## config.mk

```make
export PLATFORM = sky130hd
export DESIGN_NAME = apb4_cpuif_bridge
export DESIGN_NICKNAME = d
export VERILOG_FILES = /design/src/rtl/apb4_cpuif_bridge.sv
export SDC_FILE = /design/constraint.sdc
export NUM_CORES = 1
export LEC_CHECK = 0
export CAP_MARGIN = 40
export CELL_PAD_IN_SITES_DETAIL_PLACEMENT = 1
export CELL_PAD_IN_SITES_GLOBAL_PLACEMENT = 2
export CORE_MARGIN = 2
export CORE_UTILIZATION = 22
export DETAILED_ROUTE_END_ITERATION = 16
export PLACE_DENSITY = 0.86
export SYNTH_ARGS = -nofsm -noshare
export SYNTH_HDL_FRONTEND = slang
export SYNTH_SLANG_ARGS = --single-unit
```

## constraint.sdc

```tcl
create_clock -name clk -period 3.05 [get_ports clk]
set_input_delay 0.4575 -clock clk [delete_from_list [all_inputs] [get_ports clk]]
set_output_delay 0.4575 -clock clk [all_outputs]
set_load 0.05 [all_outputs]
```

## src/rtl/apb4_cpuif_bridge.sv

```systemverilog
// APB4 completer that turns each APB transfer into a single-cycle CPU-interface request,
// stretching the access phase until the register block acks or a wait-state timeout expires.
module apb4_cpuif_bridge #(
    parameter int DATA_WIDTH     = 32,
    parameter int ADDR_WIDTH     = 5,
    parameter int TIMEOUT_CYCLES = 16
) (
    input  logic                    clk,
    input  logic                    rst,
    input  logic                    s_apb_psel,
    input  logic                    s_apb_penable,
    input  logic                    s_apb_pwrite,
    input  logic [2:0]              s_apb_pprot,
    input  logic [ADDR_WIDTH-1:0]   s_apb_paddr,
    input  logic [DATA_WIDTH-1:0]   s_apb_pwdata,
    input  logic [DATA_WIDTH/8-1:0] s_apb_pstrb,
    output logic                    s_apb_pready,
    output logic [DATA_WIDTH-1:0]   s_apb_prdata,
    output logic                    s_apb_pslverr,
    output logic                    cpuif_req,
    output logic                    cpuif_req_is_wr,
    output logic [ADDR_WIDTH-1:0]   cpuif_addr,
    output logic [DATA_WIDTH-1:0]   cpuif_wr_data,
    output logic [DATA_WIDTH-1:0]   cpuif_wr_biten,
    input  logic                    cpuif_rd_ack,
    input  logic                    cpuif_rd_err,
    input  logic [DATA_WIDTH-1:0]   cpuif_rd_data,
    input  logic                    cpuif_wr_ack,
    input  logic                    cpuif_wr_err
);

    localparam int STRB_WIDTH = DATA_WIDTH / 8;
    localparam int ADDR_LSB   = $clog2(STRB_WIDTH);
    localparam logic [ADDR_WIDTH-1:0] ADDR_MASK = ~ADDR_WIDTH'((1 << ADDR_LSB) - 1);
    localparam logic [7:0] COUNT_LAST = 8'(TIMEOUT_CYCLES - 1);

    typedef enum logic [1:0] {
        S_IDLE,
        S_REQ,
        S_WAIT,
        S_DONE
    } state_t;

    state_t                  state_q, state_d;
    logic                    req_q, req_d;
    logic                    is_wr_q, is_wr_d;
    logic [ADDR_WIDTH-1:0]   addr_q, addr_d;
    logic [DATA_WIDTH-1:0]   wr_data_q, wr_data_d;
    logic [DATA_WIDTH-1:0]   biten_q, biten_d;
    logic [DATA_WIDTH-1:0]   prdata_q, prdata_d;
    logic                    pslverr_q, pslverr_d;
    logic                    pready_q, pready_d;
    logic [7:0]              count_q, count_d;
    logic [DATA_WIDTH-1:0]   strb_bits;
    logic                    ack_match;
    logic                    ack_err;

    // Protection attributes carry no meaning for the register block.
    logic unused_pprot;
    assign unused_pprot = ^s_apb_pprot;

    always_comb begin
        strb_bits = '0;
        for (int i = 0; i < STRB_WIDTH; i++) begin
            strb_bits[i*8 +: 8] = {8{s_apb_pstrb[i]}};
        end
    end

    // Only the ack matching the captured direction can end the transfer.
    assign ack_match = is_wr_q ? cpuif_wr_ack : cpuif_rd_ack;
    assign ack_err   = is_wr_q ? cpuif_wr_err : cpuif_rd_err;

    always_comb begin
        state_d   = state_q;
        req_d     = 1'b0;
        pready_d  = 1'b0;
        is_wr_d   = is_wr_q;
        addr_d    = addr_q;
        wr_data_d = wr_data_q;
        biten_d   = biten_q;
        prdata_d  = prdata_q;
        pslverr_d = pslverr_q;
        count_d   = count_q;
        case (state_q)
            S_IDLE: begin
                if (s_apb_psel && !s_apb_penable) begin
                    state_d   = S_REQ;
                    req_d     = 1'b1;
                    is_wr_d   = s_apb_pwrite;
                    addr_d    = s_apb_paddr & ADDR_MASK;
                    wr_data_d = s_apb_pwdata;
                    biten_d   = s_apb_pwrite ? strb_bits : '0;
                    count_d   = '0;
                end
            end
            S_REQ, S_WAIT: begin
                if (ack_match) begin
                    state_d   = S_DONE;
                    pready_d  = 1'b1;
                    prdata_d  = is_wr_q ? '0 : cpuif_rd_data;
                    pslverr_d = ack_err;
                end else if (state_q == S_WAIT && count_q == COUNT_LAST) begin
                    state_d   = S_DONE;
                    pready_d  = 1'b1;
                    prdata_d  = '0;
                    pslverr_d = 1'b1;
                end else begin
                    state_d = S_WAIT;
                    if (state_q == S_WAIT) begin
                        count_d = count_q + 8'd1;
                    end
                end
            end
            S_DONE: begin
                state_d = S_IDLE;
            end
            default: begin
                state_d = S_IDLE;
            end
        endcase
    end

    always_ff @(posedge clk or posedge rst) begin
        if (rst) begin
            state_q   <= S_IDLE;
            req_q     <= 1'b0;
            is_wr_q   <= 1'b0;
            addr_q    <= '0;
            wr_data_q <= '0;
            biten_q   <= '0;
            prdata_q  <= '0;
            pslverr_q <= 1'b0;
            pready_q  <= 1'b0;
            count_q   <= '0;
        end else begin
            state_q   <= state_d;
            req_q     <= req_d;
            is_wr_q   <= is_wr_d;
            addr_q    <= addr_d;
            wr_data_q <= wr_data_d;
            biten_q   <= biten_d;
            prdata_q  <= prdata_d;
            pslverr_q <= pslverr_d;
            pready_q  <= pready_d;
            count_q   <= count_d;
        end
    end

    assign s_apb_pready    = pready_q;
    assign s_apb_prdata    = prdata_q;
    assign s_apb_pslverr   = pslverr_q;
    assign cpuif_req       = req_q;
    assign cpuif_req_is_wr = is_wr_q;
    assign cpuif_addr      = addr_q;
    assign cpuif_wr_data   = wr_data_q;
    assign cpuif_wr_biten  = biten_q;

endmodule

```

==> flow_metrics.tcl <==
set metrics [dict create \
    vias 3260 \
    synth_area_um2 3790 \
    yosysTopAreaCellShare 0.561 \
    clock_latency_ns 0.34 \
    min_period_ns 2.49 \
    postCtsSetupBuffers 0 \
    slew-limit-headroom 0.531 \
    wl_met1_mm 4.65 \
    hold_path_class "flip-flop to flip-flop" \
    routed.top_layer "met4" \
    setup_violations 0 \
    synth_seq_area_share 0.561 \
    wl_met3_mm 1.18 \
    cts.path.max_buffers 2 \
    criticalPathCategory "flip-flop to flip-flop" \
    hold_violations 0 \
    grt_pass1_wl_mm 18.6 \
    switching_share 0.508 \
    cts_sinks 85 \
    drtPass1Iterations 4 \
    setup_tns_ns 0 \
    cts_tree "yes" \
    finalClockSkew_ns 0.00803 \
    reg2reg_slack_ns 0.56 \
    ys_ff_latch 85 \
    clkTransAtPathRegs_ns 0.06 \
    cts_root_buffer "clkbuf_16" \
    grt_max_degree 48 \
    grt_use_total 0.130 \
    place.gp.congestion 0.772 \
    drv_cap 0 \
    syn-instance-count 410 \
    p_sw_mw 3.96 \
    crit_required_ns 3.27 \
    n_antenna_cell 0 \
    synthFlopType "dfrtp_1" \
    overflow 0 \
    status "finished, final reports clean" \
    vdd_drop_max_mv 0.487 \
    final_area_um2 5920 \
    avgRoutedWirePerCell_um 14.8 \
    end_kind "flip-flop" \
    synthTopCellsByCount "nand2_1 (120), dfrtp_1 (85), inv_1 (38), nand3_1 (35), buf_4 (33)" \
    die_y_um 135 \
    grt_pass1_vias 3621 \
    maxSlewViolCount 0 \
    clkPwrFrac 0.147 \
    hp-start "cpuif_wr_data[24]" \
    synth-edff-count 0 \
    postPlaceCellArea_um2 5610 \
    drive_above_1_share 0.0534 \
    core_um2 16700 \
    route.met2.wl_mm 5.57 \
    syn_area_per_cell_um2 9.24 \
    regToRegStartpoint "count_q[1]" \
    area_growth_syn_to_layout_pct 56.1 \
    cts_buffers 9 \
    routed_via_density 4.17 \
    startpoint_type "flip-flop" \
    port_buffers 182 \
    cp_max_fo 21 \
    period_share 0.818 \
    wl_mm 11.5 \
    yosys_warnings 0 \
    yosys-top-cells-area "dfrtp_1 (56%), nand2_1 (12%), buf_4 (6.5%)" \
    die_x_um 135 \
    worst_slew_pin_slew_ns 0.702 \
    power_frac_comb 0.602 \
    critical_path_arrival_ns 2.71 \
    synthArstFlopShare 1.00 \
    crit_end "s_apb_prdata[11]" \
    p_int_mw 3.83 \
    nets 649 \
    synth_largest_area_cell "dfrtp_1" \
    fmax_mhz 401 \
    ctsResizeCount 0 \
    rsz0062_at_grt "no" \
    r2r-end "s_apb_prdata[11]" \
    antenna_found_initial 0 \
    htreeDepth 3 \
    die-area_um2 18300 \
    synthDistinctLibCells 37 \
    post-synth-top-count-cell "nand2_1" \
    pin_count 190 \
    ant_nets 0 \
    ff2ff_path_depth 6 \
    drc 0 \
    core.rowCount 47 \
    initial_core_util 0.227 \
    drt-initial-drc-count 58 \
    p_seq_frac 0.250 \
    p_per_area_nw_per_um2 1320 \
    startpoint "count_q[1]" \
    cts_hold_buf 0 \
    p_leak_nw 2.65 \
    dp_hpwl_mm 8.38 \
]
==> worst max-delay path, stage by stage (launching register included) <==
cell and delay, ns:
dfrtp_1 0.40, ha_1 0.21, nand3_1 0.19, or4_1 0.69, a21oi_4 0.44, buf_4 0.33
o21ai_1 0.10
==> worst min-delay path by stage <==
stage | to | slack [ns] | cells past startpoint
2_1_floorplan | count_q[5] | 0.49 | 1
3_3_place_gp | cpuif_wr_data[6] | 0.46 | 2
3_5_place_dp | cpuif_wr_data[28] | 0.47 | 2
4_1_cts | cpuif_wr_data[24] | 0.48 | 2
5_1_grt | cpuif_wr_data[24] | 0.51 | 2
6_report | cpuif_wr_data[24] | 0.48 | 2
==> cell type report <==
type / count / area (um2)
inverter: 39 / 148
clock buffer: 9 / 225
fill: 1912 / 10800
multi-input combinational: 236 / 1180
tap: 220 / 275
clock inverter: 5 / 77.6
timing repair buffer: 188 / 1880
sequential: 85 / 2130
==> placed cells by master, fill, tap and decap left out, drive strengths merged <==
cell type and instances:
nor3 1, nor2 2, clkdlybuf4s50 182, a41oi 1, a31oi 1, a21oi 2
or2 1, or4 1, clkinvlp 1, and3 2, nand3 35, inv 38
nand4 2, clkinv 3, o21ai 38, buf 6, mux2 3, xnor2 2
nor2b 2, o32a 1, dfrtp 85, nand3b 1, a222oi 1, clkbuf 9
or3 1, ha 5, nand2 120, o22a 1, o2111ai 3, and4 1
a32o 1, a22o 5, bufinv 2, conb 2, nand2b 1
==> sequential cells by signal, indices dropped and copies added, names as in the netlist <==
name             count
cpuif_req_is_wr      1
count_q              8
state_q              2
cpuif_wr_biten       4
s_apb_pready         1
s_apb_pslverr        1
s_apb_prdata        32
cpuif_addr           3
cpuif_wr_data       32
cpuif_req            1
==> cells by family (layout without fill, tap and decap cells) <==
group / after synthesis / in the layout / share of synthesized area
AO/OA/AOI/OAI: 54 / 54 / 0.0885
XOR/XNOR: 2 / 2 / 0.00462
adder cells (fa/ha/maj): 5 / 5 / 0.0165
buffers and inverters: 90 / 241 / 0.128
flip-flops: 85 / 85 / 0.561
multiplexers: 3 / 3 / 0.00892
other: 1 / 2 / 0.000990
AND/OR/NAND/NOR: 170 / 170 / 0.191
==> metrics by stage <==
stage	power (mW)	util	hold slack [ns]	cells	worst slack, ns
after global routing	8.25	0.354	0.505	782	0.343
final	7.79	0.354	0.478	782	0.556
after CTS	7.91	0.354	0.485	782	0.553
after detailed placement	6.71	0.336	0.466	768	0.562
after global placement	6.58	0.336	0.457	768	0.658
after floorplan	5.25	-	0.490	411	0.399
==> power groups by stage <==
stage | Sequential (mW) | Clock, mW | Combinational [mW]
after floorplan | 3.49 | 0 | 1.77
after global placement | 1.94 | 0 | 4.64
after detailed placement | 1.97 | 0 | 4.73
after CTS | 1.96 | 1.20 | 4.75
after global routing | 2.02 | 1.23 | 5.00
final | 1.95 | 1.15 | 4.69
==> metal layers <==
metal	track usage	vias up
met5	0	-
met4	0.0417	0
met3	0.0599	9
met2	0.221	132
met1	0.145	1548
li1	-	1571
No activity file was read; power rests on OpenSTA's default activity.
